File: config.mk
export PLATFORM = sky130hd
export DESIGN_NAME = demux_router_flat
export DESIGN_NICKNAME = d
export VERILOG_FILES = /design/src/rtl/demux_router_if.sv /design/src/rtl/demux_router.sv /design/src/flat_wrapper.sv
export SDC_FILE = /design/constraint.sdc
export NUM_CORES = 1
export LEC_CHECK = 0
export ABC_AREA = 1
export BUFFER_PORTS_ARGS = -buffer_cell sky130_fd_sc_hd__buf_2
export CAP_MARGIN = 20
export CORE_MARGIN = 2
export CORE_UTILIZATION = 30
export CTS_BUF_LIST = sky130_fd_sc_hd__clkbuf_16
export CTS_CLUSTER_SIZE = 16
export DETAILED_ROUTE_END_ITERATION = 6
export MAX_ROUTING_LAYER = met4
export PLACE_DENSITY_LB_ADDON = 0.12
export SYNTH_ARGS = -nofsm -noshare
export SYNTH_HDL_FRONTEND = slang
export SYNTH_SLANG_ARGS = --single-unit
File: constraint.sdc
create_clock -name clk -period 2.27 [get_ports clk]
set_clock_uncertainty 0.15 [all_clocks]
set_input_delay 0.1135 -clock clk [delete_from_list [all_inputs] [get_ports clk]]
set_output_delay 0.1135 -clock clk [all_outputs]
set_load 0.005 [all_outputs]
File: src/rtl/demux_router_if.sv
// Stream bundle for the 1-to-4 demux router: one producer side and four consumer sides.
// The slave modport is the router's view; the master modport is the producer/consumer view.
interface demux_router_if #(
  parameter int unsigned WIDTH = 8
);
  logic               in_valid;
  logic               in_ready;
  logic [1:0]         in_sel;
  logic [WIDTH-1:0]   in_data;
  logic [3:0]         out_valid;
  logic [3:0]         out_ready;
  logic [4*WIDTH-1:0] out_data;

  modport slave (
    input  in_valid,
    input  in_sel,
    input  in_data,
    input  out_ready,
    output in_ready,
    output out_valid,
    output out_data
  );

  modport master (
    output in_valid,
    output in_sel,
    output in_data,
    output out_ready,
    input  in_ready,
    input  out_valid,
    input  out_data
  );
endinterface

File: src/rtl/demux_router.sv
// Registered 1-to-4 stream demultiplexer with a 2-entry FIFO per output port,
// so a stalled consumer only blocks words addressed to it.
module demux_router #(
  parameter int unsigned WIDTH = 8,
  parameter int unsigned CNT_W = 16
) (
  input  logic             clk,
  input  logic             rst,
  demux_router_if.slave    bus,
  output logic [CNT_W-1:0] accept_cnt,
  output logic             busy
);

  logic [WIDTH-1:0] mem_q [4][2];
  logic [1:0]       cnt_q [4];
  logic [3:0]       wptr_q;
  logic [3:0]       rptr_q;
  logic [CNT_W-1:0] accept_cnt_q;

  logic       in_ready;
  logic       accept;
  logic [3:0] push;
  logic [3:0] pop;
  logic [3:0] out_valid;

  // Ready depends only on the addressed port's count; no pass-through when full.
  always_comb begin
    in_ready = !rst && (cnt_q[bus.in_sel] < 2'd2);
    accept   = bus.in_valid && in_ready;
    push     = '0;
    pop      = '0;
    out_valid = '0;
    bus.out_data = '0;
    for (int i = 0; i < 4; i++) begin
      out_valid[i] = (cnt_q[i] != 2'd0);
      push[i]      = accept && (bus.in_sel == 2'(i));
      pop[i]       = out_valid[i] && bus.out_ready[i];
      if (out_valid[i]) begin
        bus.out_data[i*WIDTH +: WIDTH] = mem_q[i][rptr_q[i]];
      end
    end
  end

  assign bus.in_ready  = in_ready;
  assign bus.out_valid = out_valid;
  assign busy          = |out_valid;
  assign accept_cnt    = accept_cnt_q;

  always_ff @(posedge clk) begin
    if (rst) begin
      wptr_q       <= '0;
      rptr_q       <= '0;
      accept_cnt_q <= '0;
      for (int i = 0; i < 4; i++) begin
        cnt_q[i] <= 2'd0;
      end
    end else begin
      for (int i = 0; i < 4; i++) begin
        if (push[i]) begin
          wptr_q[i] <= ~wptr_q[i];
        end
        if (pop[i]) begin
          rptr_q[i] <= ~rptr_q[i];
        end
        cnt_q[i] <= cnt_q[i] + {1'b0, push[i]} - {1'b0, pop[i]};
      end
      if (accept && (accept_cnt_q != '1)) begin
        accept_cnt_q <= accept_cnt_q + 1'b1;
      end
    end
  end

  // Storage needs no reset: out_data is masked by the counts.
  always_ff @(posedge clk) begin
    for (int i = 0; i < 4; i++) begin
      if (push[i]) begin
        mem_q[i][wptr_q[i]] <= bus.in_data;
      end
    end
  end

endmodule

File: src/flat_wrapper.sv
// flat-port wrapper written by rule: the top's interface ports become plain ports
module demux_router_flat 
#(
  parameter int unsigned WIDTH = 8,
  parameter int unsigned CNT_W = 16
)
  (clk, rst, accept_cnt, busy, bus_in_valid, bus_in_sel, bus_in_data, bus_out_ready, bus_in_ready, bus_out_valid, bus_out_data);
  demux_router_if #(.WIDTH(WIDTH)) bus_i ();
  input  logic clk;
  input  logic rst;
  output logic [CNT_W-1:0] accept_cnt;
  output logic busy;
  input wire logic [$bits(bus_i.in_valid)-1:0] bus_in_valid;
  input wire logic [$bits(bus_i.in_sel)-1:0] bus_in_sel;
  input wire logic [$bits(bus_i.in_data)-1:0] bus_in_data;
  input wire logic [$bits(bus_i.out_ready)-1:0] bus_out_ready;
  output wire logic [$bits(bus_i.in_ready)-1:0] bus_in_ready;
  output wire logic [$bits(bus_i.out_valid)-1:0] bus_out_valid;
  output wire logic [$bits(bus_i.out_data)-1:0] bus_out_data;
  assign bus_i.in_valid = bus_in_valid;
  assign bus_i.in_sel = bus_in_sel;
  assign bus_i.in_data = bus_in_data;
  assign bus_i.out_ready = bus_out_ready;
  assign bus_in_ready = bus_i.in_ready;
  assign bus_out_valid = bus_i.out_valid;
  assign bus_out_data = bus_i.out_data;
  demux_router #(.WIDTH(WIDTH), .CNT_W(CNT_W)) u_core (.clk(clk), .rst(rst), .bus(bus_i), .accept_cnt(accept_cnt), .busy(busy));
endmodule
==> impl_results.html, run 1 <==
<table>
<tr><th>Metric</th><th>Value</th></tr>
<tr><th colspan="2">STA</th></tr>
<tr><td>Max Transition Viols Final</td><td>0</td></tr>
<tr><td>Min cycle time layout</td><td>1970 ps</td></tr>
<tr><td>Post-Route Hold Slack</td><td>25.5 ps</td></tr>
<tr><td>Worst max-slew margin expressed relative to the limit</td><td>69.0%</td></tr>
<tr><td>Final setup violating endpoints</td><td>0</td></tr>
<tr><td>Period utilisation layout</td><td>86.7%</td></tr>
<tr><td>Unrepaired setup endpoints after global routing</td><td>false</td></tr>
<tr><td>Worst-margin pin slew</td><td>464 ps</td></tr>
<tr><td>Final hold violation count</td><td>0</td></tr>
<tr><td>Setup Total Neg Slack</td><td>0 ps</td></tr>
<tr><td>Maximum operating frequency</td><td>508 MHz</td></tr>
<tr><th colspan="2">Placement</th></tr>
<tr><td>Number of buffer cells added on primary ports</td><td>70</td></tr>
<tr><td>Routability-driven placement congestion ratio</td><td>0.782</td></tr>
<tr><td>Placement-stage cell area</td><td>4890 um^2</td></tr>
<tr><td>DPL Wire Length</td><td>7170 um</td></tr>
<tr><th colspan="2">Global routing</th></tr>
<tr><td>Maximum number of pins on one net before global-route repair</td><td>19</td></tr>
<tr><td>All-Layer GR Usage</td><td>14.6%</td></tr>
<tr><td>Wire length of the first global-routing pass</td><td>16100 um</td></tr>
<tr><td>Number of antenna violations at the first check in global routing</td><td>0</td></tr>
<tr><td>GRT overflow</td><td>0</td></tr>
<tr><td>Vias in the first global route</td><td>3080</td></tr>
<tr><th colspan="2">Synth</th></tr>
<tr><td>Most numerous cell types in the synthesized netlist</td><td>140 x sky130_fd_sc_hd__nand2_1, 64 x sky130_fd_sc_hd__edfxtp_1, 46 x sky130_fd_sc_hd__a21oi_1</td></tr>
<tr><td>Mapped Avg Cell Area</td><td>9.52 um^2</td></tr>
<tr><td>Share of synthesized flip-flops with an asynchronous set or reset</td><td>0%</td></tr>
<tr><td>Number of warnings printed during yosys synthesis</td><td>0</td></tr>
<tr><td>Cell type with the highest aggregate area in the netlist</td><td>sky130_fd_sc_hd__edfxtp_1</td></tr>
<tr><td>Gate Count Post-Synth</td><td>449</td></tr>
<tr><td>Netlist area before placement</td><td>4270 um^2</td></tr>
<tr><td>Post-synthesis sequential element count</td><td>96</td></tr>
<tr><td>Top area cells in the synthesized netlist</td><td>sky130_fd_sc_hd__edfxtp_1 45%, sky130_fd_sc_hd__dfxtp_1 15%, sky130_fd_sc_hd__nand2_1 12%</td></tr>
<tr><td>Share of synthesized area occupied by flip-flops and latches</td><td>60.0%</td></tr>
<tr><td>Yosys cell types</td><td>29</td></tr>
<tr><td>Post-synth EDFFs</td><td>64</td></tr>
<tr><td>Prevailing post-synth register cell</td><td>sky130_fd_sc_hd__edfxtp_1</td></tr>
<tr><td>Post-synth net total</td><td>471</td></tr>
<tr><td>Area share of the largest cell type after synthesis</td><td>45.0%</td></tr>
<tr><td>Most instantiated library cell after synthesis</td><td>sky130_fd_sc_hd__nand2_1</td></tr>
<tr><th colspan="2">Hold path</th></tr>
<tr><td>Type of the tightest min-delay check</td><td>primary input to flop</td></tr>
<tr><td>Worst Hold Depth</td><td>3</td></tr>
<tr><th colspan="2">Route</th></tr>
<tr><td>DR vias</td><td>3238</td></tr>
<tr><td>DRC errors left</td><td>0</td></tr>
<tr><td>Number of optimization iterations in the first detailed-route pass</td><td>4</td></tr>
<tr><td>Post-Route WL</td><td>10300 um</td></tr>
<tr><td>Detail-routed via count per cell</td><td>4.44</td></tr>
<tr><td>Antenna-violating nets left</td><td>0</td></tr>
<tr><td>Per-cell routed wire length</td><td>14.1 um</td></tr>
<tr><td>Initial DRC count</td><td>107</td></tr>
<tr><th colspan="2">Run</th></tr>
<tr><td>Max-Cap Viols</td><td>0</td></tr>
<tr><th colspan="2">Floorplan</th></tr>
<tr><td>Count of standard-cell rows</td><td>43</td></tr>
<tr><td>Die X-Extent</td><td>123 um</td></tr>
<tr><td>Total Die Area</td><td>15200 um^2</td></tr>
<tr><td>I/O pin cnt</td><td>71</td></tr>
<tr><td>Height of the die</td><td>123 um</td></tr>
<tr><td>Area of the placeable core</td><td>13900 um^2</td></tr>
<tr><td>Initial core utilization</td><td>30.8%</td></tr>
<tr><th colspan="2">Clock tree</th></tr>
<tr><td>Clock Tree Root</td><td>sky130_fd_sc_hd__clkbuf_16</td></tr>
<tr><td>Postcts setup bufs</td><td>0</td></tr>
<tr><td>Number of buffers on the longest clock path</td><td>2</td></tr>
<tr><td>Number of H-tree levels</td><td>3</td></tr>
<tr><td>Count of clock tree sinks</td><td>96</td></tr>
<tr><td>Number of CTS-inserted buffers</td><td>9</td></tr>
<tr><td>TritonCTS clock tree</td><td>built</td></tr>
<tr><td>CTS clk-pin slew, worst paths</td><td>60 ps</td></tr>
<tr><td>Clock latency reported for the late side of the worst-skew pair</td><td>350 ps</td></tr>
<tr><th colspan="2">Layout</th></tr>
<tr><td>Antenna diode count</td><td>0</td></tr>
<tr><td>Final std cell area, no fill</td><td>5290 um^2</td></tr>
<tr><td>Share of cells above drive strength 1</td><td>22.0%</td></tr>
<tr><td>Area growth from synthesis to final layout</td><td>23.7%</td></tr>
<tr><td>Multi-input logic area</td><td>1500 um^2</td></tr>
<tr><td>Fillers</td><td>1419</td></tr>
<tr><td>Seq. cell area</td><td>2560 um^2</td></tr>
<tr><td>Final layout net count</td><td>566</td></tr>
<tr><td>Final design utilization</td><td>38.1%</td></tr>
<tr><th colspan="2">Critical path</th></tr>
<tr><td>Kind of start point of the critical path</td><td>flop</td></tr>
<tr><td>Arrival time of data at the critical path endpoint</td><td>2100 ps</td></tr>
<tr><td>Critical path type</td><td>flop to flop</td></tr>
<tr><td>WP data required</td><td>2400 ps</td></tr>
<tr><td>Highest net fanout along the worst path</td><td>15</td></tr>
<tr><td>Depth of the worst register-to-register path</td><td>8</td></tr>
<tr><td>Kind of end point of the critical path</td><td>flop</td></tr>
<tr><th colspan="2">Power and ir drop</th></tr>
<tr><td>Net load switching power</td><td>1520 uW</td></tr>
<tr><td>Sequential group share of total power</td><td>42.9%</td></tr>
<tr><td>Pwr/cell area</td><td>914 nW/um^2</td></tr>
<tr><td>Leakage power total</td><td>0.00228 uW</td></tr>
<tr><td>Clock group share of total power</td><td>30.4%</td></tr>
<tr><td>Part of the total power dissipated in combinational logic</td><td>26.7%</td></tr>
<tr><td>VDD IR-drop max</td><td>0.363 mV</td></tr>
<tr><td>Int Power</td><td>3320 uW</td></tr>
<tr><td>Switching power as a share of total power</td><td>31.4%</td></tr>
<tr><td>Total Power Consumption</td><td>4830 uW</td></tr>
<tr><th colspan="2">Run status</th></tr>
<tr><td>Run status</td><td>finished clean</td></tr>
</table>
[registers in the layout, indices dropped and copies added, names as in the netlist]
signal and flops:
u_core.accept_cnt 16, u_core.wptr_q 4, u_core.cnt_q 8, u_core.mem_q 64
u_core.rptr_q 4
[worst paths after layout]
kind                                              end  slack (ps)             startpoint
worst max-delay path            u_core.accept_cnt[11]         300   u_core.accept_cnt[0]
worst min-delay path            u_core.accept_cnt[14]          30                    rst
worst max register to register  u_core.accept_cnt[11]         300   u_core.accept_cnt[0]
worst min register to register  u_core.accept_cnt[15]         360  u_core.accept_cnt[15]
[critical path, cell delays in order (launching register included)]
cell	delay, ps
sky130_fd_sc_hd__dfxtp_1	370
sky130_fd_sc_hd__ha_1	240
sky130_fd_sc_hd__nand3_1	160
sky130_fd_sc_hd__nor2_1	100
sky130_fd_sc_hd__nand2_1	140
sky130_fd_sc_hd__inv_1	90
sky130_fd_sc_hd__nor2_4	400
sky130_fd_sc_hd__nand2_1	100
sky130_fd_sc_hd__a21oi_1	140
[layer usage]
| layer | track usage (%) | part of all wire [%] | up-vias |
|---|---|---|---|
| met4 | 6.18 | 1.8 | 0 |
| met3 | 2.54 | 3.6 | 13 |
| met1 | 18.5 | 47 | 1501 |
| met2 | 23.2 | 48 | 53 |
| met5 | - | 0 | - |
| li1 | - | - | 1671 |
[placed cells by master, fill, tap and decap left out, types with 2 or more instances in the layout]
cell,instances
sky130_fd_sc_hd__o21ai_0,5
sky130_fd_sc_hd__and2_1,2
sky130_fd_sc_hd__inv_1,40
sky130_fd_sc_hd__a21oi_2,8
sky130_fd_sc_hd__dlygate4sd3_1,12
sky130_fd_sc_hd__clkbuf_16,9
sky130_fd_sc_hd__xor2_1,3
sky130_fd_sc_hd__dfxtp_1,32
sky130_fd_sc_hd__a21oi_1,46
sky130_fd_sc_hd__buf_4,11
sky130_fd_sc_hd__nand2_2,10
sky130_fd_sc_hd__nand3b_1,2
sky130_fd_sc_hd__nor2_2,2
sky130_fd_sc_hd__buf_2,70
sky130_fd_sc_hd__nand2_4,2
sky130_fd_sc_hd__xnor2_1,12
sky130_fd_sc_hd__nand2_1,140
sky130_fd_sc_hd__nand4_1,9
sky130_fd_sc_hd__nor2_1,38
sky130_fd_sc_hd__edfxtp_1,64
sky130_fd_sc_hd__ha_1,5
sky130_fd_sc_hd__clkinv_1,6
sky130_fd_sc_hd__nand3_1,12
[power by group through the flow]
stage	sequential (uW)	clock, uW	combinational [uW]
after CTS	2080	1510	1330
final	2080	1470	1290
after global routing	2090	1570	1490
after detailed placement	2120	0	1310
after floorplan	2050	0	757
after global placement	2120	0	1290
[timing repair]
action / CTS / global route
hold buffers: 11 / 1
hold endpoints to repair: 60 / 2
resized for setup: 0 / 0
endpoints found under the setup margin: 0 / 0
[metrics by stage]
stage / setup WS [ps] / instances
floorplan: 447 / 449
global placement: 359 / 701
detailed placement: 307 / 701
CTS: 289 / 728
global route: 122 / 729
finish: 301 / 729
[final cells by class]
cell class | instances | area share (%)
inverters | 43 | 3.05
clock inverters | 7 | 1.09
repair buffers | 93 | 10.5
flip-flops and latches | 96 | 48.5
well taps | 180 | 4.26
clock buffers | 9 | 4.26
multi-input cells | 301 | 28.4
[logic make-up after synthesis]
| family | Yosys count | synth area share (%) |
|---|---|---|
| compound gates | 59 | 7.61 |
| flops | 96 | 60.0 |
| fa+ha+maj | 5 | 1.46 |
| xor+xnor | 15 | 3.07 |
| simple gates | 222 | 23.0 |
| buf+inv | 52 | 4.86 |
(Power assumes the default switching activity.)
==> inputs of run 2 (changes only) <==
==> constraint.sdc (replaced) <==
create_clock -name clk -period 2.3 [get_ports clk]
set_clock_uncertainty 0.15 [all_clocks]
set_input_delay 0.115 -clock clk [delete_from_list [all_inputs] [get_ports clk]]
set_output_delay 0.115 -clock clk [all_outputs]
set_load 0.005 [all_outputs]
==> run 2 against run 1 <==
Worst setup slack improved by 41 ps; via count about the same; combinational power barely moved; core utilization shrank 0.072 points; final area fell by 0.19%; first-iteration DRC count rose by 48%; maximum frequency increased by 0.56%; count of clock-buffer cells in the layout is the same; non-clock buffer count decreased by 1; sequential cell count did not move; wire length increased by 0.20%; critical path type unchanged.
==> impl_results.html, run 2 (synthesized netlist as in run 1, its figures left out) <==
<table>
<tr><th>Metric</th><th>Value</th></tr>
<tr><th colspan="2">STA</th></tr>
<tr><td>Max Transition Viols Final</td><td>0 (unchanged)</td></tr>
<tr><td>Min cycle time layout</td><td>1960 ps (-11.0 ps)</td></tr>
<tr><td>Crit path setup slack, layout</td><td>342 ps (+41.0 ps)</td></tr>
<tr><td>Unrepaired setup endpoints after global routing</td><td>false</td></tr>
<tr><td>Worst max-slew margin expressed relative to the limit</td><td>68.7% (-0.25 points)</td></tr>
<tr><td>Maximum operating frequency</td><td>511 MHz (+0.56%)</td></tr>
<tr><td>Final setup violating endpoints</td><td>0 (unchanged)</td></tr>
<tr><td>Setup Total Neg Slack</td><td>0 ps (unchanged)</td></tr>
<tr><td>Worst-margin pin slew</td><td>468 ps (+3.71 ps)</td></tr>
<tr><td>Final hold violation count</td><td>0 (unchanged)</td></tr>
<tr><td>Period utilisation layout</td><td>85.1% (-1.6 points)</td></tr>
<tr><th colspan="2">Route</th></tr>
<tr><td>Initial DRC count</td><td>158 (+48%)</td></tr>
<tr><td>DRC errors left</td><td>0 (unchanged)</td></tr>
<tr><td>Post-Route WL</td><td>10300 um (+0.20%)</td></tr>
<tr><td>DR vias</td><td>3240 (+0.062%)</td></tr>
<tr><td>Antenna-violating nets left</td><td>0 (unchanged)</td></tr>
<tr><td>Per-cell routed wire length</td><td>14.2 um (+0.34%)</td></tr>
<tr><td>Detail-routed via count per cell</td><td>4.45 (+0.20%)</td></tr>
<tr><td>Number of optimization iterations in the first detailed-route pass</td><td>4 (unchanged)</td></tr>
<tr><th colspan="2">Power and ir drop</th></tr>
<tr><td>VDD IR-drop max</td><td>0.380 mV (+4.6%)</td></tr>
<tr><td>Pwr/cell area</td><td>903 nW/um^2 (-1.2%)</td></tr>
<tr><td>Int Power</td><td>3270 uW (-1.3%)</td></tr>
<tr><td>Clock group share of total power</td><td>30.1% (-0.3 points)</td></tr>
<tr><td>Net load switching power</td><td>1490 uW (-1.7%)</td></tr>
<tr><td>Part of the total power dissipated in combinational logic</td><td>26.9% (+0.2 points)</td></tr>
<tr><td>Switching power as a share of total power</td><td>31.3% (-0.086 points)</td></tr>
<tr><td>Leakage power total</td><td>0.00228 uW (-0.18%)</td></tr>
<tr><td>Sequential group share of total power</td><td>43.0% (about the same)</td></tr>
<tr><th colspan="2">Layout</th></tr>
<tr><td>Most used cells in the layout excluding fill and tap cells</td><td>140 x sky130_fd_sc_hd__nand2_1, 70 x sky130_fd_sc_hd__buf_2, 64 x sky130_fd_sc_hd__edfxtp_1, 46 x sky130_fd_sc_hd__a21oi_1, 40 x sky130_fd_sc_hd__inv_1</td></tr>
<tr><td>Most common library cell in the layout ignoring fill and taps</td><td>sky130_fd_sc_hd__nand2_1</td></tr>
<tr><td>Antenna diode count</td><td>0 (unchanged)</td></tr>
<tr><td>Final std cell area, no fill</td><td>5280 um^2 (-0.19%)</td></tr>
<tr><td>Final layout net count</td><td>565 (-0.18%)</td></tr>
<tr><td>Max FFs per register</td><td>64 (unchanged)</td></tr>
<tr><td>Share of cells above drive strength 1</td><td>22.1% (+0.040 points)</td></tr>
<tr><td>Area growth from synthesis to final layout</td><td>23.5%</td></tr>
<tr><td>Fillers</td><td>1435 (+1.1%)</td></tr>
<tr><th colspan="2">Global routing</th></tr>
<tr><td>Wire length of the first global-routing pass</td><td>16000 um (-1.0%)</td></tr>
<tr><td>All-Layer GR Usage</td><td>14.6% (-0.043 points)</td></tr>
<tr><td>Vias in the first global route</td><td>3059 (-0.68%)</td></tr>
<tr><td>Number of antenna violations at the first check in global routing</td><td>0 (unchanged)</td></tr>
<tr><td>GRT overflow</td><td>0 (unchanged)</td></tr>
<tr><td>Maximum number of pins on one net before global-route repair</td><td>19 (unchanged)</td></tr>
<tr><th colspan="2">Run</th></tr>
<tr><td>Max-Cap Viols</td><td>0 (unchanged)</td></tr>
<tr><th colspan="2">Floorplan</th></tr>
<tr><td>Count of standard-cell rows</td><td>43 (unchanged)</td></tr>
<tr><td>Area of the placeable core</td><td>13900 um^2 (unchanged)</td></tr>
<tr><td>Initial core utilization</td><td>30.8% (unchanged)</td></tr>
<tr><td>Height of the die</td><td>123 um (unchanged)</td></tr>
<tr><td>Total Die Area</td><td>15200 um^2 (unchanged)</td></tr>
<tr><td>Die X-Extent</td><td>123 um (unchanged)</td></tr>
<tr><td>I/O pin cnt</td><td>71 (unchanged)</td></tr>
<tr><th colspan="2">Run status</th></tr>
<tr><td>Run status</td><td>finished clean</td></tr>
<tr><th colspan="2">Clock tree</th></tr>
<tr><td>Clock latency reported for the late side of the worst-skew pair</td><td>340 ps (about the same)</td></tr>
<tr><td>Count of clock tree sinks</td><td>96 (unchanged)</td></tr>
<tr><td>Post-cts resize count</td><td>0 (unchanged)</td></tr>
<tr><td>Clock Tree Root</td><td>sky130_fd_sc_hd__clkbuf_16</td></tr>
<tr><td>Count of hold buffers inserted by post-cts repair</td><td>11 (unchanged)</td></tr>
<tr><td>TritonCTS clock tree</td><td>built</td></tr>
<tr><td>CTS clk-pin slew, worst paths</td><td>70 ps (about the same)</td></tr>
<tr><td>Number of H-tree levels</td><td>3 (unchanged)</td></tr>
<tr><td>Number of CTS-inserted buffers</td><td>9 (unchanged)</td></tr>
<tr><td>Number of buffers on the longest clock path</td><td>2 (unchanged)</td></tr>
<tr><td>Postcts setup bufs</td><td>0 (unchanged)</td></tr>
<tr><th colspan="2">Critical path</th></tr>
<tr><td>Buffer and inverter count on the worst path</td><td>1 (unchanged)</td></tr>
<tr><td>CP max-delay cell</td><td>sky130_fd_sc_hd__nor2_4</td></tr>
<tr><td>Critical path type</td><td>flop to flop</td></tr>
<tr><td>WP data required</td><td>2390 ps (about the same)</td></tr>
<tr><td>Highest net fanout along the worst path</td><td>15 (unchanged)</td></tr>
<tr><td>Delay of the slowest critical-path stage</td><td>400 ps (about the same)</td></tr>
<tr><td>Top delay family on crit path</td><td>simple AND/OR/NAND/NOR gates</td></tr>
<tr><td>Kind of start point of the critical path</td><td>flop</td></tr>
<tr><td>Cell occurring most often along the worst timing path</td><td>sky130_fd_sc_hd__nand2_1</td></tr>
<tr><td>Kind of end point of the critical path</td><td>flop</td></tr>
<tr><td>List of cells traversed by the critical path</td><td>ha_1, nand3_1, nor2_1, nand2_1, inv_1, nor2_4, nand2_1, nand2_1, nor2_1</td></tr>
<tr><td>Arrival time of data at the critical path endpoint</td><td>2050 ps (-50 ps)</td></tr>
<tr><th colspan="2">Placement</th></tr>
<tr><td>Setup slack after placement</td><td>331 ps (+24.8 ps)</td></tr>
<tr><td>Number of buffer cells added on primary ports</td><td>70 (unchanged)</td></tr>
<tr><td>Routability-driven placement congestion ratio</td><td>0.782 (about the same)</td></tr>
<tr><td>Placement-stage cell area</td><td>4890 um^2 (unchanged)</td></tr>
<tr><td>DPL Wire Length</td><td>7170 um (about the same)</td></tr>
<tr><th colspan="2">Hold path</th></tr>
<tr><td>Type of the tightest min-delay check</td><td>primary input to flop</td></tr>
</table>
-- run 2: final cells by class --
type | count | area (um^2) | share of cell area (%)
inverter | 43 | 161 | 3.06
timing repair buffer | 92 | 543 | 10.3
tap | 180 | 225 | 4.27
clock inverter | 7 | 57.6 | 1.09
clock buffer | 9 | 225 | 4.27
multi-input combinational | 301 | 1500 | 28.5
sequential | 96 | 2560 | 48.5
-- run 2: worst paths after layout --
check / slack [ps] / to / cells past startpoint / start
max: 340 / u_core.accept_cnt[0] / 9 / u_core.accept_cnt[0]
min: 5 / u_core.mem_q[1][0] / 1 / bus_in_data[0]
max reg2reg: 340 / u_core.accept_cnt[0] / 9 / u_core.accept_cnt[0]
min reg2reg: 370 / u_core.accept_cnt[15] / 2 / u_core.accept_cnt[15]
-- run 2: metrics by stage --
stage | utilization [%] | instances | total power (uW) | hold slack [ps]
after floorplan | - | 449 | 2770 | 34.1
after global placement | 35.2 | 701 | 3360 | 287
after detailed placement | 35.2 | 701 | 3380 | 290
after CTS | 38.0 | 728 | 4840 | 1.74
after global routing | 38.0 | 728 | 5070 | 1.41
final | 38.0 | 728 | 4770 | 4.50
-- run 2: worst reg2reg max path: stages (launching register included) --
cell and delay, ps:
sky130_fd_sc_hd__dfxtp_1 370, sky130_fd_sc_hd__ha_1 250, sky130_fd_sc_hd__nand3_1 170, sky130_fd_sc_hd__nor2_1 100, sky130_fd_sc_hd__nand2_1 140, sky130_fd_sc_hd__inv_1 90, sky130_fd_sc_hd__nor2_4 400, sky130_fd_sc_hd__nand2_1 90
sky130_fd_sc_hd__nand2_1 80, sky130_fd_sc_hd__nor2_1 40
-- run 2: power by group through the flow --
| stage | Sequential [uW] | Clock [uW] | Combinational (uW) |
|---|---|---|---|
| 2_1_floorplan | 2020 | 0 | 748 |
| 3_3_place_gp | 2090 | 0 | 1280 |
| 3_5_place_dp | 2090 | 0 | 1290 |
| 4_1_cts | 2050 | 1480 | 1310 |
| 5_1_grt | 2060 | 1540 | 1460 |
| 6_report | 2050 | 1440 | 1280 |
-- run 2: layer usage --
| metal | GRT usage (%) | share of wire, % |
|---|---|---|
| met1 | 18.1 | 47 |
| met2 | 23.1 | 48 |
| met3 | 2.54 | 4.0 |
| met4 | 6.89 | 1.9 |
| met5 | - | 0 |
==> inputs of run 3 (changes only) <==
--- a/config.mk
+++ b/config.mk
@@ -6,7 +6,7 @@
 export NUM_CORES = 1
 export LEC_CHECK = 0
 export ABC_AREA = 1
-export BUFFER_PORTS_ARGS = -buffer_cell sky130_fd_sc_hd__buf_2
+export BUFFER_PORTS_ARGS = -buffer_cell sky130_fd_sc_hd__buf_4
 export CAP_MARGIN = 20
 export CORE_MARGIN = 2
 export CORE_UTILIZATION = 30
@@ -14,7 +14,7 @@
 export CTS_CLUSTER_SIZE = 16
 export DETAILED_ROUTE_END_ITERATION = 6
 export MAX_ROUTING_LAYER = met4
-export PLACE_DENSITY_LB_ADDON = 0.12
+export SKIP_CTS_REPAIR_TIMING = 1
 export SYNTH_ARGS = -nofsm -noshare
 export SYNTH_HDL_FRONTEND = slang
 export SYNTH_SLANG_ARGS = --single-unit
==> run 3 against run 2 <==
Worst hold slack got worse by 33 ps; the flow now finishes with violations (hold timing); highest routed layer unchanged; count of clock-buffer cells in the layout unchanged; critical path type is now primary input to flop; final area increased by 3.9%; largest power group unchanged.
==> impl_results.html, run 3 (synthesized netlist as in run 1, its figures left out) <==
<table>
<tr><th>Metric</th><th>Value</th></tr>
<tr><th colspan="2">Global routing</th></tr>
<tr><td>Vias in the first global route</td><td>3036 (-0.75%)</td></tr>
<tr><td>GRT overflow</td><td>0 (unchanged)</td></tr>
<tr><td>Wire length of the first global-routing pass</td><td>15100 um (-5.7%)</td></tr>
<tr><td>Number of antenna violations at the first check in global routing</td><td>0 (unchanged)</td></tr>
<tr><td>All-Layer GR Usage</td><td>13.3% (-1.3 points)</td></tr>
<tr><td>Maximum number of pins on one net before global-route repair</td><td>19 (unchanged)</td></tr>
<tr><th colspan="2">Route</th></tr>
<tr><td>Per-cell routed wire length</td><td>13.0 um (-8.0%)</td></tr>
<tr><td>Antenna-violating nets left</td><td>0 (unchanged)</td></tr>
<tr><td>Post-Route WL</td><td>9460 um (-8.2%)</td></tr>
<tr><td>Initial DRC count</td><td>146 (-7.6%)</td></tr>
<tr><td>DRC errors left</td><td>0 (unchanged)</td></tr>
<tr><td>Number of optimization iterations in the first detailed-route pass</td><td>4 (unchanged)</td></tr>
<tr><td>Detail-routed via count per cell</td><td>4.48 (+0.69%)</td></tr>
<tr><td>DR vias</td><td>3258 (+0.56%)</td></tr>
<tr><th colspan="2">Floorplan</th></tr>
<tr><td>Height of the die</td><td>123 um (unchanged)</td></tr>
<tr><td>I/O pin cnt</td><td>71 (unchanged)</td></tr>
<tr><td>Die X-Extent</td><td>123 um (unchanged)</td></tr>
<tr><td>Count of standard-cell rows</td><td>43 (unchanged)</td></tr>
<tr><td>Total Die Area</td><td>15200 um^2 (unchanged)</td></tr>
<tr><td>Initial core utilization</td><td>30.8% (unchanged)</td></tr>
<tr><td>Area of the placeable core</td><td>13900 um^2 (unchanged)</td></tr>
<tr><th colspan="2">Power and ir drop</th></tr>
<tr><td>Pwr/cell area</td><td>919 nW/um^2 (+1.8%)</td></tr>
<tr><td>Switching power as a share of total power</td><td>29.6% (-1.7 points)</td></tr>
<tr><td>Leakage power total</td><td>0.00230 uW (+1.0%)</td></tr>
<tr><td>Sequential group share of total power</td><td>40.6% (-2.4 points)</td></tr>
<tr><td>VDD IR-drop max</td><td>0.364 mV (-4.3%)</td></tr>
<tr><td>Int Power</td><td>3550 uW (+8.4%)</td></tr>
<tr><td>Part of the total power dissipated in combinational logic</td><td>28.1% (+1.2 points)</td></tr>
<tr><td>Net load switching power</td><td>1490 uW (about the same)</td></tr>
<tr><td>Clock group share of total power</td><td>31.3% (+1.2 points)</td></tr>
<tr><th colspan="2">Clock tree</th></tr>
<tr><td>Number of buffers on the longest clock path</td><td>2 (unchanged)</td></tr>
<tr><td>Number of H-tree levels</td><td>3 (unchanged)</td></tr>
<tr><td>Clock Tree Root</td><td>sky130_fd_sc_hd__clkbuf_16</td></tr>
<tr><td>CTS clk-pin slew, worst paths</td><td>60 ps (about the same)</td></tr>
<tr><td>TritonCTS clock tree</td><td>built</td></tr>
<tr><td>Number of CTS-inserted buffers</td><td>9 (unchanged)</td></tr>
<tr><td>Count of clock tree sinks</td><td>96 (unchanged)</td></tr>
<tr><td>Clock latency reported for the late side of the worst-skew pair</td><td>340 ps (about the same)</td></tr>
<tr><th colspan="2">Critical path</th></tr>
<tr><td>Kind of start point of the critical path</td><td>primary input</td></tr>
<tr><td>Critical path type</td><td>primary input to flop</td></tr>
<tr><td>Highest net fanout along the worst path</td><td>15 (unchanged)</td></tr>
<tr><td>Arrival time of data at the critical path endpoint</td><td>1820 ps (-230 ps)</td></tr>
<tr><td>WP data required</td><td>2150 ps (-240 ps)</td></tr>
<tr><td>Kind of end point of the critical path</td><td>flop</td></tr>
<tr><td>Delay of the slowest critical-path stage</td><td>540 ps (+140 ps)</td></tr>
<tr><td>CP max-delay cell</td><td>sky130_fd_sc_hd__dlygate4sd3_1</td></tr>
<tr><td>List of cells traversed by the critical path</td><td>dlygate4sd3_1, buf_4, clkinv_1, nand2_4, nor3_4, nand3_1, inv_1</td></tr>
<tr><th colspan="2">STA</th></tr>
<tr><td>Post-Route Hold Slack</td><td>-28.4 ps (-32.9 ps)</td></tr>
<tr><td>Unrepaired setup endpoints after global routing</td><td>false</td></tr>
<tr><td>Crit path setup slack, layout</td><td>330 ps (-12.3 ps)</td></tr>
<tr><td>Worst-margin pin slew</td><td>441 ps (-27.2 ps)</td></tr>
<tr><td>Min cycle time layout</td><td>1970 ps (+12.3 ps)</td></tr>
<tr><td>Final hold violation count</td><td>1 (+1)</td></tr>
<tr><td>Worst max-slew margin expressed relative to the limit</td><td>70.5% (+1.8 points)</td></tr>
<tr><td>Setup Total Neg Slack</td><td>0 ps (unchanged)</td></tr>
<tr><td>Period utilisation layout</td><td>85.7% (+0.54 points)</td></tr>
<tr><td>Max Transition Viols Final</td><td>0 (unchanged)</td></tr>
<tr><td>Final setup violating endpoints</td><td>0 (unchanged)</td></tr>
<tr><td>Maximum operating frequency</td><td>508 MHz (-0.63%)</td></tr>
<tr><th colspan="2">Layout</th></tr>
<tr><td>Antenna diode count</td><td>0 (unchanged)</td></tr>
<tr><td>Share of cells above drive strength 1</td><td>22.1% (+0.040 points)</td></tr>
<tr><td>Fillers</td><td>1376 (-4.1%)</td></tr>
<tr><td>Final layout net count</td><td>564 (-0.18%)</td></tr>
<tr><td>Area growth from synthesis to final layout</td><td>28.3%</td></tr>
<tr><td>Most common library cell in the layout ignoring fill and taps</td><td>sky130_fd_sc_hd__nand2_1</td></tr>
<tr><td>Final std cell area, no fill</td><td>5490 um^2 (+3.9%)</td></tr>
<tr><td>Max FFs per register</td><td>64 (unchanged)</td></tr>
<tr><td>Most used cells in the layout excluding fill and tap cells</td><td>140 x sky130_fd_sc_hd__nand2_1, 79 x sky130_fd_sc_hd__buf_4, 64 x sky130_fd_sc_hd__edfxtp_1, 46 x sky130_fd_sc_hd__a21oi_1</td></tr>
<tr><th colspan="2">Run status</th></tr>
<tr><td>Violated checks</td><td>hold timing</td></tr>
<tr><td>Run status</td><td>finished with violations</td></tr>
<tr><th colspan="2">Placement</th></tr>
<tr><td>DPL Wire Length</td><td>6770 um (-5.5%)</td></tr>
<tr><td>Routability-driven placement congestion ratio</td><td>0.859 (+9.8%)</td></tr>
<tr><td>Setup slack after placement</td><td>363 ps (+31.8 ps)</td></tr>
<tr><td>Placement-stage cell area</td><td>5050 um^2 (+3.3%)</td></tr>
<tr><td>Number of buffer cells added on primary ports</td><td>70 (unchanged)</td></tr>
<tr><th colspan="2">Run</th></tr>
<tr><td>Max-Cap Viols</td><td>0 (unchanged)</td></tr>
<tr><th colspan="2">Hold path</th></tr>
<tr><td>Type of the tightest min-delay check</td><td>primary input to flop</td></tr>
</table>
[run 3: cell types whose count changed in the layout (fill, tap and decap cells not counted)]
cell                            previous run  this run
sky130_fd_sc_hd__buf_2                    70         0
sky130_fd_sc_hd__buf_4                    11        79
sky130_fd_sc_hd__bufinv_16                 1         2
sky130_fd_sc_hd__clkinv_2                  1         0
sky130_fd_sc_hd__clkinv_4                  0         1
sky130_fd_sc_hd__clkinvlp_4                1         0
sky130_fd_sc_hd__dlygate4sd3_1            11        12
sky130_fd_sc_hd__inv_1                    40        38
sky130_fd_sc_hd__inv_6                     0         2
[run 3: critical path: cells and delay by family]
family / cells / cell delay [ps]
and+or+nand+nor: 3 / 530
buffers and inverters: 4 / 1170
[run 3: final cells by class]
cell class | count | area [um^2] | share of cell area, %
well taps | 180 | 225 | 4.11
flip-flops and latches | 96 | 2560 | 46.7
multi-input cells | 301 | 1500 | 27.4
clock inverters | 7 | 93.8 | 1.71
inverters | 43 | 161 | 2.94
clock buffers | 9 | 225 | 4.11
repair buffers | 91 | 713 | 13.0
[run 3: metal layers]
metal / GRT usage [%] / vias up / wire length (um)
li1: - / 1665 / -
met1: 17.0 / 1517 / 4580
met2: 21.3 / 68 / 4390
met3: 2.72 / 8 / 406
met4: 3.84 / 0 / 87
met5: - / - / 0
[run 3: worst paths after layout]
| path | start | to | slack, ps | cells after the start |
|---|---|---|---|---|
| hold / removal | bus_out_ready[2] | u_core.rptr_q[2] | -30 | 3 |
| setup / recovery | rst | u_core.mem_q[1][5] | 330 | 7 |
| setup reg to reg | u_core.accept_cnt[0] | u_core.accept_cnt[0] | 370 | 9 |
| hold reg to reg | u_core.accept_cnt[15] | u_core.accept_cnt[15] | 370 | 2 |
[run 3: power groups by stage]
stage                     clock (uW)  combinational [uW]  sequential (uW)
final                           1580                1420             2050
after global routing            1690                1590             2060
after CTS                       1610                1430             2050
after detailed placement           0                1420             2080
after global placement             0                1400             2080
after floorplan                    0                 748             2020
[run 3: per-stage QoR]
| stage | cells | power (uW) | util [%] |
|---|---|---|---|
| after detailed placement | 699 | 3500 | 36.4 |
| after global placement | 699 | 3480 | 36.4 |
| after CTS | 715 | 5080 | 38.7 |
| final | 727 | 5040 | 39.5 |
| after floorplan | 449 | 2770 | - |
| after global routing | 727 | 5350 | 39.5 |
